`src/rtl/fpu_out_arb_rr.sv`:
```
// Result-return arbiter onto the CPX request port: pipe 0 has priority, the
// other pipes share round-robin priority, with credit flow control and a starvation bound.
module fpu_out_arb_rr #(
  parameter int NPIPE   = 3,
  parameter int ID_W    = 10,
  parameter int CREDITS = 2,
  parameter int MAXHI   = 4
) (
  input  logic                  rclk,
  input  logic                  grst_l,
  input  logic [NPIPE-1:0]      req_vld,
  input  logic [NPIPE*ID_W-1:0] req_id,
  output logic [NPIPE-1:0]      req_rdy,
  input  logic                  cpx_fp_grant,
  output logic [ID_W-3:0]       fp_cpx_req_cq,
  output logic [1:0]            req_thread,
  output logic [NPIPE-1:0]      dest_rdy,
  output logic                  out_vld,
  output logic [3:0]            credit_cnt
);

  localparam int PW = $clog2(NPIPE);
  localparam int HW = $clog2(MAXHI + 1);

  logic [PW-1:0]   rr_ptr, rr_nxt;
  logic [HW-1:0]   hi_cnt, hi_nxt;
  logic [3:0]      cred_nxt;
  logic [ID_W-1:0] sel_id;
  logic            issue, lp, xfer, found;
  int              k;

  // NOTE: every variable written here gets a default first, so no path leaves
  // one unassigned and no latch is inferred.
  always_comb begin
    req_rdy  = '0;
    rr_nxt   = rr_ptr;
    hi_nxt   = hi_cnt;
    sel_id   = '0;
    found    = 1'b0;
    k        = 0;
    issue    = (credit_cnt != 4'd0);
    lp       = |req_vld[NPIPE-1:1];

    if (issue) begin
      if (req_vld[0] && !(lp && hi_cnt == HW'(MAXHI))) begin
        req_rdy[0] = 1'b1;
      end else begin
        // Search the low pipes starting at rr_ptr, wrapping NPIPE-1 -> 1.
        for (int off = 0; off < NPIPE - 1; off++) begin
          k = int'(rr_ptr) + off;
          if (k > NPIPE - 1) k = k - (NPIPE - 1);
          if (!found && req_vld[k]) begin
            found      = 1'b1;
            req_rdy[k] = 1'b1;
            rr_nxt     = (k == NPIPE - 1) ? PW'(1) : PW'(k + 1);
          end
        end
      end
    end

    if (!lp || found) begin
      hi_nxt = '0;
    end else if (req_rdy[0] && hi_cnt != HW'(MAXHI)) begin
      hi_nxt = hi_cnt + HW'(1);
    end

    xfer = |req_rdy;
    for (int i = 0; i < NPIPE; i++) begin
      if (req_rdy[i]) sel_id = req_id[i*ID_W +: ID_W];
    end

    cred_nxt = credit_cnt;
    if (xfer && !cpx_fp_grant) begin
      cred_nxt = credit_cnt - 4'd1;
    end else if (!xfer && cpx_fp_grant && credit_cnt != 4'(CREDITS)) begin
      cred_nxt = credit_cnt + 4'd1;
    end
  end

  // NOTE: state uses non-blocking assignments so all registers update from
  // the same pre-edge values.
  always_ff @(posedge rclk) begin
    if (!grst_l) begin
      fp_cpx_req_cq <= '0;
      req_thread    <= '0;
      dest_rdy      <= '0;
      out_vld       <= 1'b0;
      credit_cnt    <= 4'(CREDITS);
      rr_ptr        <= PW'(1);
      hi_cnt        <= '0;
    end else begin
      // With no transfer sel_id is zero, so the data fields clear as well.
      fp_cpx_req_cq <= sel_id[ID_W-1:2];
      req_thread    <= sel_id[1:0];
      dest_rdy      <= req_rdy;
      out_vld       <= xfer;
      credit_cnt    <= cred_nxt;
      rr_ptr        <= rr_nxt;
      hi_cnt        <= hi_nxt;
    end
  end

endmodule

```
`config.mk`:
```
export PLATFORM = sky130hd
export DESIGN_NAME = fpu_out_arb_rr
export DESIGN_NICKNAME = d
export VERILOG_FILES = /design/src/rtl/fpu_out_arb_rr.sv
export SDC_FILE = /design/constraint.sdc
export NUM_CORES = 1
export LEC_CHECK = 0
export ABC_AREA = 1
export CAP_MARGIN = 30
export CORE_MARGIN = 10
export CORE_UTILIZATION = 44
export CTS_CLUSTER_DIAMETER = 30
export DETAILED_ROUTE_END_ITERATION = 8
export GPL_TIMING_DRIVEN = 0
export HOLD_SLACK_MARGIN = 0.06
export PLACE_DENSITY = 0.84
export SYNTH_ARGS = -nofsm -noshare
export SYNTH_HDL_FRONTEND = slang
export SYNTH_SLANG_ARGS = --single-unit
```
`constraint.sdc`:
```
create_clock -name rclk -period 2.98 [get_ports rclk]
set_clock_uncertainty 0.15 [all_clocks]
set_input_delay 0.596 -clock rclk [delete_from_list [all_inputs] [get_ports rclk]]
set_output_delay 0.596 -clock rclk [all_outputs]
set_load 0.02 [all_outputs]
```
### Word-level counts from Yosys, hierarchy flattened

Cells that the tools add are included.

| operators by class | value |
|---|---|
| equal/unequal tests | 5 |
| bitwise logic cells | 3 |
| multiplexer cells | 38 |
| shifts and indexed selects | 0 |
| $mul | 0 |
| order comparisons | 6 |
| div/mod/pow operators | 0 |
| add/subtract/negate cells | 8 |
| reduce and logical (&&, ||, !) cells | 22 |

Operators with widths:

| kind | number |
|---|---|
| 32-bit two-way mux | 6 |
| 32-bit by 3-bit == test with 1-bit output, second input constant | 2 |
| 32-bit by 1-bit greater-or-equal comparator with 1-bit output, second input constant | 2 |
| 32-bit by 4-bit < comparator with 1-bit output, second input constant | 2 |
| 10-bit two-way mux | 3 |
| 3-bit two-way mux | 5 |
| 1-bit two-way mux | 13 |
| 2-bit two-way mux | 5 |
| 1-bit logical AND | 9 |
| 4-bit two-way mux | 2 |
| 1-bit logical NOT | 5 |
| 2-bit adder, second input constant | 2 |
| 4-bit by 1-bit adder with 4-bit output, second input constant | 1 |
| 1-bit binary-select mux with 2-bit select | 2 |
| 1-bit demux with 2-bit select | 2 |
| 4-bit by 2-bit inequality test with 1-bit output, second input constant | 1 |
| 2-bit nonzero test | 2 |
| 4-bit nonzero test | 1 |
| 2-bit OR reduction | 2 |
| 3-bit by 2-bit subtractor with 4-bit output, second input constant | 1 |
| 4-bit by 1-bit subtractor with 4-bit output, second input constant | 1 |
| 2-bit by 1-bit adder with 3-bit output, second input constant | 1 |
| 3-bit by 1-bit adder with 3-bit output, second input constant | 1 |
| 3-bit == test, second input constant | 1 |
| 9 further kinds | 10 |

| storage, ports and cells | value |
|---|---|
| bits in latches | 0 |
| bits in read-only memories | 0 |
| flip-flop bits (word level) | 23 |
| logic and storage cells | 89 |
| input port bits | 36 |
| output and inout port bits | 21 |
| memories | 0 |
| bits in writable memories | 0 |

### Logic depth before layout (Yosys ltp)

| depth | value |
|---|---|
| depth in word-level cells | 23 |
| depth in mapped cells | 20 |
| depth with buffers taken out | 20 |

### Worst setup path after synthesis

Ideal clock, no wire load.

| path | value |
|---|---|
| kind | register -> output |
| start point | reg rr_ptr[1] |
| end point | out req_rdy[2] |
| cell stages (with the launch flop) | 12 |
| data required time | 2234 ps |
| setup slack | 452 ps |
| buffers on the path | 1 |
| arrival | 1782 ps |
| path through | dfxtp_1 -> inv_1 -> ha_1 -> nor2_2 -> nor2_1 -> inv_2 -> nand2_4 -> nor2_4 -> nand2_2 -> nand3_4 -> clkbuf_1 -> inv_1 |

| between the ends | value |
|---|---|
| word-level cells in the longest chain between the ends | 15 |
| elaborated cells on any way between the ends | 39 |
| classes of those cells | 3 x add/sub; 6 x order compare; 25 x mux; 1 x bitwise; 4 x reduce/logical |

Ends and longest elaborated chain:

| element | RTL line | source |
|---|---|---|
| start: declaration | 25 | `logic [PW-1:0] rr_ptr, rr_nxt;` |
| start signal: assignment | 98 | `rr_ptr <= rr_nxt;` |
| branches (longest 12 deep; another with 32-bit by 1-bit greater-or-equal comparator with 1-bit output) | - |  |
| 3-bit two-way mux * | 52 | `if (!found && req_vld[k]) begin` |
| 2-bit two-way mux * | 45 | `if (req_vld[0] && !(lp && hi_cnt == HW'(MAXHI))) begin` |
| 3-bit two-way mux * | 44 | `if (issue) begin` |
| end: declaration | 13 | `output logic [NPIPE-1:0] req_rdy,` |

Every way passes the cells marked *. The select of a mux whose other input is x is not followed.

### Worst setup path in the final report

| path | value |
|---|---|
| start point | reg rr_ptr[0] |
| end point | out req_rdy[1] |

Same word-level chain as after synthesis.

==> out/metrics.cfg <==
[synth]
synth_area_um2 = 1470
synthDistinctLibCells = 32
syn_nets = 249
synth.yosys.seq_area_share_pct = 31.3
yosysWarnings = 0
synth-seq-cells = 23
synth_area_per_cell_um2 = 7.21
synthCells = 204

[clocking]
clk_pin_slew_ps = 140
cts_tree = built
postCtsHoldBufs = 0
clock_latency_ps = 320
numCtsBuffers = 3
clock_path_buffers = 2
htree_levels = 1
root_buffer = clkbuf_4
cts.sinks = 23

[floorplanning]
die-area_um2 = 6050
start_util_pct = 47.0
die_y_um = 77.8
row_count = 20
core_area_um2 = 3130
ios = 57
die_w_um = 77.8

[critical_path]
ff2ff_setup_slack_ps = 200
path_cells = buf_6, inv_4, ha_1, inv_1, nand3_2, nand2_4, inv_2, nand2_1, nand2_1, nand3_4, inv_2, buf_6, buf_4
path_depth = 13
slowest_delay_ps = 390
endpoint_kind = primary output
crit_fanout = 10
cp_top_family = buffers and inverters
path_buf_inv = 7
crit_slowest_cell = dfxtp_2
crit-reg2reg-launch = rr_ptr[0]
reg2reg_to = credit_cnt[2]
cp_data_required_time_ps = 2230
cp-start-kind = register
r2r_cells = 20
crit_arrival_ps = 2150
path_class = register to primary output

[sta]
hold_violations = 0
timing.fmax_mhz = 345
slew_headroom_pct = 65.4
timing.hold.ws_ps = 344
slew_viol_final = 0
finalSetupViolCount = 0
fin_crit_ps = 2900
worstMarginPinSlew_ps = 519
fin_crit_sh_pct = 97.2
finalWorstSetupSlack_ps = 83.8

[layout]
final_cells = 310
multi_input_area_um2 = 876
fin_nets = 312
regArea_um2 = 463
syn2layout_area_growth_pct = 47.9
diodes = 0
drive_above_1_share_pct = 18.0
fillerInstances = 272

[min_path]
hold_end = hi_cnt[2]
min-delay-path-class = register to register
hold_start = hi_cnt[2]
hold_depth = 2

[routing]
wl_mm = 4.22
wl_per_cell_um = 13.6
vias = 1541
drtIter0Drc = 54
ant_nets = 0
post-route-drc-count = 0
routed_via_density = 4.97
drt_pass1_iterations = 4

[outcome]
status = finished, final reports clean

[power]
peakVddDrop_mv = 0.449
p_per_area_nw_per_um2 = 938
p_leak_nw = 0.977
total_power_w = 0.00204

[job]
cap_violations = 0

[grt]
grt_max_degree = 14
grt.met3_usage_pct = 5.65
use_met2_pct = 21.7
grt_busiest_layer = met2
grt_first_pass_wirelength_mm = 6.71
antenna_found_initial = 0
grtUsageTotal_pct = 13.0
grt_util_met1_pct = 14.7
grt_pass1_vias = 1482
gr-total-overflow = 0

[placement]
pre_cts_ws_ps = -570
gp_congestion = 0.825
io_buffer_count = 56
hpwl_mm = 3.22
dp_cells = 304

[logic make-up after synthesis]
kind of cell    after synthesis  share of synthesized area [%]
compound gates               41                           16.5
xor+xnor                      3                           1.79
fa+ha+maj                     9                           7.66
buf+inv                      38                           10.6
flops                        23                           31.3
simple gates                 90                           32.2
[cell usage after synthesis]
| master | n | share of area (%) |
|---|---|---|
| a211oi_1 | 1 | 0.51 |
| a21oi_1 | 9 | 3.1 |
| a21oi_4 | 1 | 1.1 |
| a31oi_1 | 11 | 4.7 |
| and3_1 | 1 | 0.43 |
| buf_2 | 2 | 0.68 |
| buf_6 | 1 | 0.77 |
| clkbuf_1 | 4 | 1.0 |
| dfxtp_1 | 23 | 31 |
| ha_1 | 9 | 7.7 |
| inv_1 | 23 | 5.9 |
| inv_2 | 7 | 1.8 |
| inv_4 | 1 | 0.43 |
| nand2_1 | 40 | 10 |
| nand2_2 | 7 | 3.0 |
| nand2_4 | 3 | 2.3 |
| nand3_1 | 18 | 6.1 |
| nand3_2 | 3 | 2.0 |
| nand3_4 | 2 | 2.4 |
| nand3b_1 | 1 | 0.51 |
| nand4_1 | 1 | 0.43 |
| nor2_1 | 9 | 2.3 |
| nor2_2 | 2 | 0.85 |
| nor2_4 | 1 | 0.77 |
| o211ai_1 | 1 | 0.51 |
| o21ai_0 | 15 | 5.1 |
| o21ai_1 | 1 | 0.34 |
| o21ai_2 | 1 | 0.60 |
| o32ai_1 | 1 | 0.60 |
| or2_0 | 1 | 0.43 |
| or2_1 | 1 | 0.43 |
| xor2_1 | 3 | 1.8 |
[state kept, by name, indices dropped and copies added, names as in the netlist]
name,count
credit_cnt,4
hi_cnt,3
rr_ptr,2
fp_cpx_req_cq,8
req_thread,2
dest_rdy,3
out_vld,1
[placed cells by master, fill, tap and decap left out, types with 2 or more instances in the layout]
cell and instances:
o21ai_0 15, nand3_1 17, nor2_1 9, nand2_4 3
nor2_4 2, inv_1 20, dfxtp_1 21, ha_1 9
a21oi_1 8, buf_6 4, inv_2 10, nand2_1 40
dlymetal6s2s_1 2, nand3_2 3, a31oi_1 11, dfxtp_2 2
clkbuf_4 3, nand3_4 3, xor2_1 3, buf_4 3
clkbuf_1 3, clkdlybuf4s50_1 51, nand2_2 7
[what timing repair did]
action	in CTS	in global routing
hold endpoints to repair	0	0
setup endpoints to repair	3	5
gates resized for setup	15	16
pin swaps	1	3
buffers inserted	1	2
[final cells by class]
type	instances	share of cell area, %
clock inverter	1	0.230
multi-input combinational	143	40.3
tap	44	2.53
clock buffer	3	1.04
inverter	31	5.47
sequential	23	21.3
timing repair buffer	59	27.1
buffer	6	2.07
[power breakdown]
part	switching [W]	internal (W)	leakage, nW	total (W)
Clock	0.000101	0.0000503	0.0177	0.000152
Combinational	0.000823	0.000580	0.769	0.00140
Sequential	0.0000668	0.000418	0.190	0.000485
[layer usage]
layer | wire length, um | share of wire (%)
met5 | 0 | 0
met3 | 409 | 9.7
met2 | 1950 | 46
met1 | 1810 | 43
met4 | 59 | 1.4
[worst reg2reg max path: cells and delay by family, from the launching register on]
kind / cells / cell delay (ps)
AO/OA/AOI/OAI: 2 / 270
XOR/XNOR: 1 / 140
adder cells (fa/ha/maj): 2 / 350
buffers and inverters: 7 / 620
flip-flops: 1 / 390
AND/OR/NAND/NOR: 8 / 730
[per-stage QoR]
step                      area, um2  util (%)  TNS, ps
after floorplan                1470         -        0
after global placement         2090      66.7    -1430
after detailed placement       2090      66.7    -1560
after CTS                      2120      67.8        0
after global routing           2170      69.5    -17.6
final                          2170      69.5        0
[how the worst max path moves through the flow]
stage                          start    endpoint  slack [ps]
after floorplan            rr_ptr[1]  req_rdy[2]         450
after global placement    req_vld[2]  req_rdy[2]        -550
after detailed placement  req_vld[2]  req_rdy[2]        -570
after CTS                 req_vld[1]  req_rdy[0]          20
after global routing       rr_ptr[1]  req_rdy[1]         -10
final                      rr_ptr[0]  req_rdy[1]          80
(Power assumes the default switching activity.)
